--- config.mk ---
export PLATFORM = sky130hd
export DESIGN_NAME = traffic_phase_scheduler
export DESIGN_NICKNAME = d
export VERILOG_FILES = /design/src/rtl/traffic_phase_scheduler.sv
export SDC_FILE = /design/constraint.sdc
export NUM_CORES = 1
export LEC_CHECK = 0
export BUFFER_PORTS_ARGS = -buffer_cell sky130_fd_sc_hd__buf_2
export CAP_MARGIN = 30
export CORE_UTILIZATION = 30
export CTS_CLUSTER_DIAMETER = 60
export DETAILED_ROUTE_END_ITERATION = 7
export MAX_ROUTING_LAYER = met4
export PLACE_DENSITY_LB_ADDON = 0.08
export SLEW_MARGIN = 10
export SYNTH_ARGS = -nofsm -noshare
export SYNTH_HDL_FRONTEND = slang
export SYNTH_SLANG_ARGS = --single-unit
export TNS_END_PERCENT = 1
--- constraint.sdc ---
create_clock -name clk -period 5.95 [get_ports clk]
set_clock_uncertainty 0.2 [all_clocks]
set_input_delay 0.8925 -clock clk [delete_from_list [all_inputs] [get_ports clk]]
set_output_delay 0.8925 -clock clk [all_outputs]
set_load 0.01 [all_outputs]
--- src/rtl/traffic_phase_scheduler.sv ---
// Two-road traffic light phase scheduler with pedestrian request/ack and green hold.
// Define TLC_ALL_RED_EN to insert an all-red clearance after each yellow.
module traffic_phase_scheduler #(
  parameter int GREEN_T   = 6,
  parameter int YELLOW_T  = 2,
  parameter int MIN_GREEN = 2,
  parameter int ALLRED_T  = 1,
  parameter int CNT_W     = 4
) (
  input  logic             clk,
  input  logic             rst,
  input  logic             ped_req,
  input  logic             hold,
  output logic [1:0]       R,
  output logic [1:0]       Y,
  output logic [1:0]       G,
  output logic             ped_ack,
  output logic [CNT_W-1:0] remain,
  output logic [2:0]       phase
);

  typedef enum logic [2:0] {
    B_GRN = 3'd0,
    B_YEL = 3'd1,
    A_GRN = 3'd2,
    A_YEL = 3'd3,
    AR_A  = 3'd4,
    AR_B  = 3'd5
  } state_t;

  localparam logic [CNT_W-1:0] GREEN_LAST  = CNT_W'(GREEN_T - 1);
  localparam logic [CNT_W-1:0] YELLOW_LAST = CNT_W'(YELLOW_T - 1);
  localparam logic [CNT_W-1:0] MIN_LAST    = CNT_W'(MIN_GREEN - 1);
`ifdef TLC_ALL_RED_EN
  localparam logic [CNT_W-1:0] ALLRED_LAST = CNT_W'(ALLRED_T - 1);
`endif

  state_t           state;
  logic [CNT_W-1:0] timer;
  logic             ped_pend;

  logic             is_grn;
  logic             grn_exit;
  logic             clr_done;
  logic [CNT_W-1:0] phase_last;

  always_comb begin
    is_grn     = (state == B_GRN) || (state == A_GRN);
    phase_last = '0;
    case (state)
      B_GRN, A_GRN: phase_last = GREEN_LAST;
      B_YEL, A_YEL: phase_last = YELLOW_LAST;
`ifdef TLC_ALL_RED_EN
      AR_A, AR_B:   phase_last = ALLRED_LAST;
`endif
      default:      phase_last = '0;
    endcase
    // Hold blocks both exits from green; clearance phases ignore hold.
    grn_exit = is_grn && !hold &&
               ((timer == GREEN_LAST) || (ped_pend && (timer >= MIN_LAST)));
    clr_done = !is_grn && (timer == phase_last);
  end

  always_ff @(negedge clk or negedge rst) begin
    if (!rst) begin
      state    <= B_GRN;
      timer    <= '0;
      ped_pend <= 1'b0;
      ped_ack  <= 1'b0;
    end else begin
      ped_ack <= grn_exit && ped_pend;
      // A request still held during its own ack cycle is not re-latched.
      if (grn_exit && ped_pend)
        ped_pend <= 1'b0;
      else if (ped_req && !ped_ack)
        ped_pend <= 1'b1;

      if (grn_exit || clr_done) begin
        timer <= '0;
        case (state)
          B_GRN:   state <= B_YEL;
`ifdef TLC_ALL_RED_EN
          B_YEL:   state <= AR_A;
          A_YEL:   state <= AR_B;
          AR_A:    state <= A_GRN;
          AR_B:    state <= B_GRN;
`else
          B_YEL:   state <= A_GRN;
          A_YEL:   state <= B_GRN;
`endif
          A_GRN:   state <= A_YEL;
          default: state <= B_GRN;
        endcase
      end else if (!(is_grn && hold)) begin
        timer <= timer + 1'b1;
      end
    end
  end

  always_comb begin
    R = 2'b11;
    Y = 2'b00;
    G = 2'b00;
    case (state)
      B_GRN: begin R = 2'b01; G = 2'b10; end
      B_YEL: begin R = 2'b01; Y = 2'b10; end
      A_GRN: begin R = 2'b10; G = 2'b01; end
      A_YEL: begin R = 2'b10; Y = 2'b01; end
      default: begin R = 2'b11; end
    endcase
    remain = phase_last - timer;
    phase  = state;
  end

endmodule

==> metrics.yaml <==
global_route:
  grt_start_max_net_pins: 9
  gr-usage-all-layers_pct: 13.8
  grt_pass1_wl_um: 2000
  first_global_vias: 458
  leftover_overflow_at_the_end_of_global_routing: 0
  antenna_violations_before_repair: 0
synthesis:
  synth-edff-count: 0
  synth_seq_cells: 8
  syn-num-nets: 81
  post_synth.cell_area_avg_um2: 9.55
  synthesis.area_um2: 631
  warnings_synthesis: 0
  synth_seq_area_share_pct: 31.7
  ys_dominant_reg_cell: "dfrtn_1"
  post_synth_inst_count: 66
  asyncSetResetFlopFracSynth_pct: 100
  yosysUniqueCellTypes: 26
detailed_routing:
  detailedRoute.firstPassIterationCount: 4
  detail_route.vias_per_cell: 4.61
  detail_route.drc_violations: 0
  totalWireLength_um: 1320
  ant_nets: 0
  avgRoutedWirePerCell_um: 11.3
  vias: 539
  detailedRoute.firstIterationViolations: 6
pwr:
  p_total_w: 0.000578
  leakagePower_nw: 0.426
  power_density_nw_per_um2: 665
  vdd_ir_drop_max_uv: 309
min_path:
  hold_path_end: "ped_pend"
  hp-start: "ped_ack"
  worst_hold_path_type: "reg -> reg"
  hold_depth: 1
critical_path:
  r2r_start: "phase[0]"
  timing_worst_setup_path_type: "reg -> out"
  timing.critical_path.from_type: "register"
  cp-end-kind: "output port"
  cp.required_ns: 4.86
  worstReg2RegEnd: "phase[1]"
  crit_fanout: 4
  timing.reg2reg.setup_slack_ns: 3.59
  r2r_cells: 8
  arrival_ns: 4.84
cts:
  ctsLongestPathBuffers: 2
  cts_htree_levels: 1
  worst_setup_hold_path_clk_slew_ns: 0.04
  cts_made_buffers: 3
  ctsRootBufferMaster: "clkbuf_4"
  cts_tree: "built"
  worst_skew_pair.late_latency_ns: 0.26
  numClockSinks: 8
timing:
  final.hold.worst_slack_ns: 0.204
  setup_violations: 0
  timing.final.hold_violations: 0
  grt_setup_unrepaired: "yes"
  timing.final.max_slew_violations: 0
flow_run:
  max_capacitance_violation_total: 0
final_layout:
  nets: 107
  fraction_of_final_layout_cells_with_drive_strength_greater_than_1_pct: 45.6
  area_growth_pct: 37.7
  antennaDiodeCount: 0
placement:
  portBuffers: 16
  gp_congestion: 0.727
  dp_hpwl_um: 997
floorplan:
  die_area_um2: 2290
  fp.dieW_um: 47.8
  floorplan.initialDensity_pct: 32.1
  floorplan.rows: 16
  io_pins: 18
  fp.dieH_um: 47.8
  core-area_um2: 1960
run_status:
  status: "finished, final reports clean"
## routing by layer
metal / wire [um] / GRT usage [%] / share of wire (%) / up-vias
met3: 32 / 4.53 / 2.4 / 2
met5: 0 / - / 0 / -
met4: 8 / 5.00 / 0.61 / 0
met1: 607 / 16.8 / 46 / 251
met2: 668 / 21.1 / 51 / 9
li1: - / - / - / 277
## state kept, by name (all words and copies together) (netlist names)
register and flops:
ped_ack 1, ped_pend 1, phase 2, timer 4
## layout make-up
class | count | area (um^2)
inverters | 8 | 30.0
clock buffers | 3 | 22.5
well taps | 27 | 33.8
flip-flops and latches | 8 | 200
fillers | 207 | 1090
repair buffers | 22 | 139
multi-input cells | 49 | 443
## through the flow
step | TNS, ns | worst slack, ns | instances | util [%] | instance area (um^2)
6_report | 0 | 0.0139 | 117 | 44.3 | 868
3_3_place_gp | 0 | 0.148 | 111 | 38.7 | 759
5_1_grt | -0.148 | -0.0673 | 117 | 44.3 | 868
4_1_cts | 0 | 0.00299 | 117 | 43.9 | 862
3_5_place_dp | 0 | 0.119 | 111 | 38.7 | 759
2_1_floorplan | 0 | 0.0170 | 66 | - | 631
## synthesized netlist by cell type (2+ instances only)
| master | number | area [um^2] |
|---|---|---|
| o21ai_0 | 5 | 25.0 |
| ha_1 | 11 | 138 |
| xor2_1 | 2 | 17.5 |
| nand4_1 | 2 | 12.5 |
| nor2b_1 | 2 | 12.5 |
| inv_1 | 8 | 30.0 |
| nand3_1 | 2 | 10.0 |
| nor2_1 | 4 | 15.0 |
| dfrtn_1 | 8 | 200 |
| nand2_1 | 6 | 22.5 |
## placed cells by master (no fill, tap or decap), types with 4 or more instances in the layout
cell	netlist	routed
buf_2	0	15
buf_4	1	4
nand2_1	6	6
inv_1	8	6
ha_1	11	5
o21ai_0	5	5
ha_2	0	4
nor2_1	4	4
dfrtn_1	8	8
## timing repair
item                       in CTS  in global routing
pin swaps                       4                  0
hold buffers                    0                  0
setup endpoints to repair       3                  3
setup buffers                   3                  0
hold endpoints to repair        0                  0
gates resized for setup        14                  1
## worst max path at each step
stage | start | end | slack [ns] | cells after the start
after floorplan | phase[0] | remain[3] | 0.02 | 7
after global placement | phase[0] | remain[3] | 0.15 | 8
after detailed placement | phase[0] | remain[3] | 0.12 | 8
after CTS | phase[0] | remain[3] | 0.003 | 8
after global routing | phase[0] | remain[3] | -0.07 | 8
final | phase[0] | remain[3] | 0.01 | 8
## critical path, stage by stage (launching register included)
cell and delay [ns]:
dfrtn_1 0.43, inv_2 0.08, ha_4 0.17, nor4_4 0.26
ha_2 0.21, inv_2 0.04, a31oi_1 0.14, xor2_1 0.14
buf_2 0.14
## logic make-up (layout without fill, tap and decap cells)
logic type	Yosys count	in the layout	share of synthesized area, %
adders and majority gates	11	11	21.8
xor gates and xnor gates	2	2	2.78
muxes	1	1	2.38
DFF	8	8	31.7
buffers and inverters	9	33	5.95
AOI/OAI and AO/OA	11	11	13.5
and+or+nand+nor	23	23	21.2
other	1	1	0.595
## report_power, final
part           internal, W  switching (W)   total, W
Combinational     0.000209       0.000213   0.000422
Clock            0.0000231      0.0000188  0.0000419
Sequential       0.0000837      0.0000305   0.000114
(Power assumes the default switching activity.)
